[src/rtl/spi_photon_counter.sv]
`timescale 1ns/1ps
// ----------------------------------------------------------------------------
// spi_photon_counter
//
// SPI-controlled 32-bit photon/pulse counter. An SPI mode-0 master sends
// 32-bit command words. CMD_START clears the count and enables counting, and
// CMD_STOP freezes it. In the same full-duplex transfer the master reads back
// the count value captured when SS fell. All logic runs on the single clock
// clk. SCLK, SS, MOSI and sig are treated as asynchronous inputs.
//
// Ports:
//   clk      in   1  system clock, rising edge
//   rst_n    in   1  asynchronous active-low reset
//   SCLK     in   1  SPI clock from the master (<= clk/8)
//   SS       in   1  SPI slave select, active-low
//   MOSI     in   1  master-out data, MSB first
//   MISO     out  1  slave-out data, MSB first, 0 while SS is high
//   sig      in   1  photon pulse input; its rising edges are counted
//   rx       out 32  last complete word received
//   rx_valid out  1  one-cycle pulse when rx updates
//   count    out 32  current counter value
//   counting out  1  counter enable state
// ----------------------------------------------------------------------------
module spi_photon_counter #(
  parameter logic [31:0] CMD_START   = 32'hFFFF_FFFF,
  parameter logic [31:0] CMD_STOP    = 32'h0000_0000,
  parameter int          SYNC_STAGES = 2
) (
  input  logic        clk,
  input  logic        rst_n,
  input  logic        SCLK,
  input  logic        SS,
  input  logic        MOSI,
  output logic        MISO,
  input  logic        sig,
  output logic [31:0] rx,
  output logic        rx_valid,
  output logic [31:0] count,
  output logic        counting
);

  // --------------------------------------------------------------------------
  // Input synchronisers and edge-detect history
  // --------------------------------------------------------------------------
  logic [SYNC_STAGES-1:0] sclk_sync, ss_sync, mosi_sync, sig_sync;
  logic                   sclk_hist, ss_hist, sig_hist;

  always_ff @(posedge clk or negedge rst_n) begin
    if (!rst_n) begin
      sclk_sync <= '0;
      ss_sync   <= '0;
      mosi_sync <= '0;
      sig_sync  <= '0;
      sclk_hist <= 1'b0;
      ss_hist   <= 1'b0;
      sig_hist  <= 1'b0;
    end else begin
      sclk_sync[0] <= SCLK;
      ss_sync[0]   <= SS;
      mosi_sync[0] <= MOSI;
      sig_sync[0]  <= sig;
      for (int i = 1; i < SYNC_STAGES; i++) begin
        sclk_sync[i] <= sclk_sync[i-1];
        ss_sync[i]   <= ss_sync[i-1];
        mosi_sync[i] <= mosi_sync[i-1];
        sig_sync[i]  <= sig_sync[i-1];
      end
      sclk_hist <= sclk_sync[SYNC_STAGES-1];
      ss_hist   <= ss_sync[SYNC_STAGES-1];
      sig_hist  <= sig_sync[SYNC_STAGES-1];
    end
  end

  logic sclk_s, ss_s, mosi_s, sig_s;
  logic sclk_rise, sclk_fall, ss_fall, sig_rise;

  assign sclk_s    = sclk_sync[SYNC_STAGES-1];
  assign ss_s      = ss_sync[SYNC_STAGES-1];
  assign mosi_s    = mosi_sync[SYNC_STAGES-1];
  assign sig_s     = sig_sync[SYNC_STAGES-1];
  assign sclk_rise = sclk_s & ~sclk_hist;
  assign sclk_fall = ~sclk_s & sclk_hist;
  assign ss_fall   = ~ss_s & ss_hist;
  assign sig_rise  = sig_s & ~sig_hist;

  // --------------------------------------------------------------------------
  // SPI slave shift engine
  // --------------------------------------------------------------------------
  // A frame is only active after a detected SS falling edge. Because the
  // synchronisers reset to 0, an SS already low when reset is released shows
  // no falling edge, so those bits are ignored until SS cycles high then low.
  logic        active;
  logic [4:0]  bit_cnt;
  logic [31:0] rx_shift;
  logic [31:0] tx_shift;
  logic [31:0] rx_next;

  assign rx_next = {rx_shift[30:0], mosi_s};

  always_ff @(posedge clk or negedge rst_n) begin
    if (!rst_n) begin
      active   <= 1'b0;
      bit_cnt  <= '0;
      rx_shift <= '0;
      tx_shift <= '0;
      MISO     <= 1'b0;
      rx       <= '0;
      rx_valid <= 1'b0;
    end else begin
      rx_valid <= 1'b0;
      if (ss_fall) begin
        active   <= 1'b1;
        bit_cnt  <= '0;
        tx_shift <= count;
        MISO     <= count[31];
      end else if (ss_s) begin
        // SS high: any partial word is simply abandoned.
        active <= 1'b0;
        MISO   <= 1'b0;
      end else if (active) begin
        if (sclk_rise) begin
          rx_shift <= rx_next;
          bit_cnt  <= bit_cnt + 5'd1;
          if (bit_cnt == 5'd31) begin
            rx       <= rx_next;
            rx_valid <= 1'b1;
          end
        end
        if (sclk_fall) begin
          tx_shift <= {tx_shift[30:0], 1'b0};
          MISO     <= tx_shift[30];
        end
      end
    end
  end

  // --------------------------------------------------------------------------
  // Command decoder and 32-bit edge counter
  // --------------------------------------------------------------------------
  // Commands take priority over a coincident sig edge: START clears to 0 and
  // STOP drops that edge.
  always_ff @(posedge clk or negedge rst_n) begin
    if (!rst_n) begin
      counting <= 1'b0;
      count    <= '0;
    end else if (rx_valid && rx == CMD_START) begin
      counting <= 1'b1;
      count    <= '0;
    end else if (rx_valid && rx == CMD_STOP) begin
      counting <= 1'b0;
    end else if (counting && sig_rise) begin
      count <= count + 32'd1;
    end
  end

endmodule

[config.mk]
export PLATFORM = sky130hd
export DESIGN_NAME = spi_photon_counter
export DESIGN_NICKNAME = d
export VERILOG_FILES = /design/src/rtl/spi_photon_counter.sv
export SDC_FILE = /design/constraint.sdc
export NUM_CORES = 1
export LEC_CHECK = 0
export ABC_AREA = 0
export BUFFER_PORTS_ARGS = -buffer_cell sky130_fd_sc_hd__buf_2
export CORE_UTILIZATION = 30
export DETAILED_ROUTE_END_ITERATION = 7
export PLACE_DENSITY_LB_ADDON = 0.05
export SLEW_MARGIN = 20
export SYNTH_ARGS = -nofsm -noshare
export SYNTH_HDL_FRONTEND = slang
export SYNTH_SLANG_ARGS = --single-unit
[constraint.sdc]
create_clock -name clk -period 5.8 [get_ports clk]
set_input_delay 0.58 -clock clk [delete_from_list [all_inputs] [get_ports clk]]
set_output_delay 0.58 -clock clk [all_outputs]
set_load 0.01 [all_outputs]
==> flow_summary.yaml <==
routing:
  wire_per_inst_um: 16.92
  drt-met1-wl_mm: 6.914
  drt_pass1_iterations: 4
  drc: 0
  vias_per_cell: 5.109
  routed_wl_mm: 15.31
  dr_total_vias: 4624
  drt_iter0_markers: 263
  top_layer_used: "met4"
  wl_met2_mm: 7.583
  ant_nets: 0
  dr_wl_met3_um: 666
cts:
  clock_tree.buffer_depth: 2
  cts_htree_levels: 4
  cts_sinks: 146
  cts_tree: "yes"
  clkTransAtPathRegs_ns: 0.07
  cts_setup_buffers: 0
  cts_buffers: 17
  cts_hold_buf: 0
  cts_resized: 0
  clk_latency_ns: 0.43
  clockRootBuffer: "clkbuf_16"
run:
  maxCapViolations: 0
timing:
  setup_viol: 0
  worst_slack_ns: 3.588
  slew_viol_final: 0
  rsz0062_at_grt: "false"
  min_period_ns: 2.212
  final.period_utilization: 0.3815
  max-slew-margin-rel: 0.3818
  worst_pin_slew_ns: 0.9273
  hold_viol: 0
  max_freq_mhz: 452.0
  fin_skew_ns: 0.01122
  setup_tns_ns: 0
yosys:
  synth.area.top_cells: "dfrtp_1 56%, mux2_2 11%, mux2i_1 5.1%"
  synthAdderAreaFrac: 0.005785
  yosys_warnings: 0
  synth_top_family_by_area: "multiplexers"
  postSynthAreaPerCell_um2: 11.80
  synthesis.instances: 550
  netlist-cell-type-count: 40
  synthFlopType: "dfrtp_1"
  synth_xor_area_frac: 0.004049
  ys_async_sr_fraction: 1.000
  synth_simple_gate_area_frac: 0.1556
  synth.cell_area_um2: 6489
  synth_nets: 559
  synth_top_area_share: 0.5631
  ys_seq_area_frac: 0.5631
  synth_edf_count: 0
  ys_ff_latch: 146
  synth_top_area_cell: "dfrtp_1"
  synth_mux_area_frac: 0.1602
  synth_compound_area_frac: 0.08253
worst_setup_path:
  cp.arrival_ns: 2.55
  crit_type: "flop to flop"
  crit_required_ns: 6.14
  max_stage_delay_ns: 0.51
  startpoint_type: "flop"
  worstSetupEndpointType: "flop"
  critPathSlowestCell: "buf_4"
  cp_max_fo: 65
  crit_chain: "nor4_1 > nand4_1 > nor3_2 > buf_4 > o21ai_0 > a21oi_1"
floorplan:
  core_area_um2: 21090
  die_h_um: 149.1
  boundaryPins: 73
  die_w_um: 149.1
  die_area_um2: 22220
  num_rows: 53
  start_util: 0.3077
layout:
  syn2layout_area_growth_pct: 18.24
  nets: 626
  antenna_cells: 0
  drive_above_1_share: 0.2968
global_route:
  grt_max_degree: 97
  grt_pass1_vias: 4549
  grt.total_usage: 0.1481
  grt_pass1_wl_mm: 24.99
  antenna_found_initial: 0
  grt_overflow: 0
power_and_ir_drop:
  finalPower_mw: 2.271
  peakVddDrop_mv: 0.1505
  leakage_nw: 3.622
  p_per_area_nw_per_um2: 296.0
worst_hold_path:
  hp-class: "input pin to async pin"
placement:
  place.gp.congestion: 0.7398
  io_buffers: 72
  place_ws_ns: 3.600
  dp_hpwl_mm: 9.967
status:
  outcome: "finished, final reports clean"
-- state kept, by name, indices dropped and copies added, names as in the netlist --
name	count
sig_hist	1
ss_hist	1
count	32
sig_sync	2
mosi_sync	2
sclk_sync	2
counting	1
rx	32
MISO	1
ss_sync	2
rx_shift	31
active	1
sclk_hist	1
tx_shift	31
rx_valid	1
bit_cnt	5
-- area by class of cell --
cell class,count,area (um^2)
tap,275,344.1
clock buffer,17,425.4
clock inverter,15,137.6
multi-input combinational,369,2678
sequential,146,3654
timing repair buffer,79,419.2
fill,2112,13420
inverter,4,15.01
-- synthesized netlist by cell type (4+ instances only) --
library cell,n
dfrtp_1,146
mux2_2,63
a21oi_1,59
nor2_1,45
mux2i_1,33
nand4_1,24
or4_1,24
o31ai_1,22
nand2_1,21
nand3_1,11
buf_2,10
nor4_1,10
clkbuf_1,9
o21ai_0,9
and3_1,8
or3_1,8
buf_1,4
buf_6,4
inv_1,4
o211ai_1,4
-- final timing paths --
| check | startpoint | end | slack, ns | depth (start not counted) |
|---|---|---|---|---|
| worst max-delay path | rx[7] | count[8] | 3.59 | 6 |
| worst min-delay path | rst_n | tx_shift[8] | 0.21 | 1 |
| worst max register to register | rx[7] | count[8] | 3.59 | 6 |
| worst min register to register | ss_sync[0] | ss_sync[1] | 0.36 | 0 |
| max in group asynchronous | rst_n | rx[19] | 4.38 | 2 |
| min in group clk | sig | sig_sync[0] | 0.26 | 1 |
-- worst max-delay path: cells and delay by family (launching register included) --
| family | cells | cell delay, ns |
|---|---|---|
| buf+inv | 1 | 0.51 |
| flops | 1 | 0.41 |
| compound gates | 2 | 0.34 |
| simple gates | 3 | 0.85 |
-- where the power goes --
group | total, mW | leakage [nW] | internal [mW] | switching [mW]
clock | 1.07 | 0.275 | 0.569 | 0.496
sequential | 1.10 | 1.93 | 1.07 | 0.0290
combinational | 0.109 | 1.42 | 0.0448 | 0.0644
total | 2.27 | 3.62 | 1.68 | 0.589
-- per-stage QoR --
stage               instances  hold slack, ns    util  area (um^2)
detailed placement        873          0.3443  0.3371         7109
floorplan                 550          0.2844       -         6489
CTS                       905          0.2339  0.3638         7672
global placement          873          0.3340  0.3371         7109
global route              905          0.2271  0.3638         7672
finish                    905          0.2074  0.3638         7672
-- cell families (layout without fill, tap and decap cells) --
logic type / after synthesis / count (layout)
compound gates: 94 / 94
buf+inv: 35 / 115
xor+xnor: 3 / 3
mux: 96 / 96
simple gates: 173 / 173
fa+ha+maj: 3 / 3
flops: 146 / 146
-- routing by layer --
metal | global-route usage | up-vias
met5 | 0 | -
met4 | 0.04847 | 0
met3 | 0.04343 | 9
met2 | 0.2423 | 98
met1 | 0.1869 | 2320
li1 | - | 2197
-- placed cells by master (no fill, tap or decap), types with 2 or more instances in the layout --
| cell | synthesis | final |
|---|---|---|
| nor4_4 | 1 | 2 |
| nor3_1 | 3 | 2 |
| inv_8 | 0 | 5 |
| o211ai_1 | 4 | 4 |
| and3_1 | 8 | 8 |
| inv_6 | 0 | 6 |
| xor2_1 | 2 | 2 |
| inv_1 | 4 | 4 |
| clkinvlp_4 | 0 | 2 |
| clkbuf_16 | 0 | 17 |
| ha_1 | 3 | 3 |
| or3_1 | 8 | 8 |
| nand4_2 | 2 | 2 |
| mux2i_1 | 33 | 33 |
| o21ai_0 | 9 | 9 |
| nor2_1 | 45 | 44 |
| buf_4 | 3 | 7 |
| mux2_2 | 63 | 63 |
| or4_1 | 24 | 24 |
| and3b_1 | 2 | 2 |
| and4_1 | 2 | 2 |
| nand3_1 | 11 | 11 |
| a21oi_1 | 59 | 59 |
| and2_1 | 2 | 2 |
| o31ai_1 | 22 | 22 |
| nand2_1 | 21 | 21 |
| buf_2 | 10 | 71 |
| nor4_1 | 10 | 10 |
| dfrtp_1 | 146 | 146 |
| nand4_1 | 24 | 24 |
(Power assumes the default switching activity.)
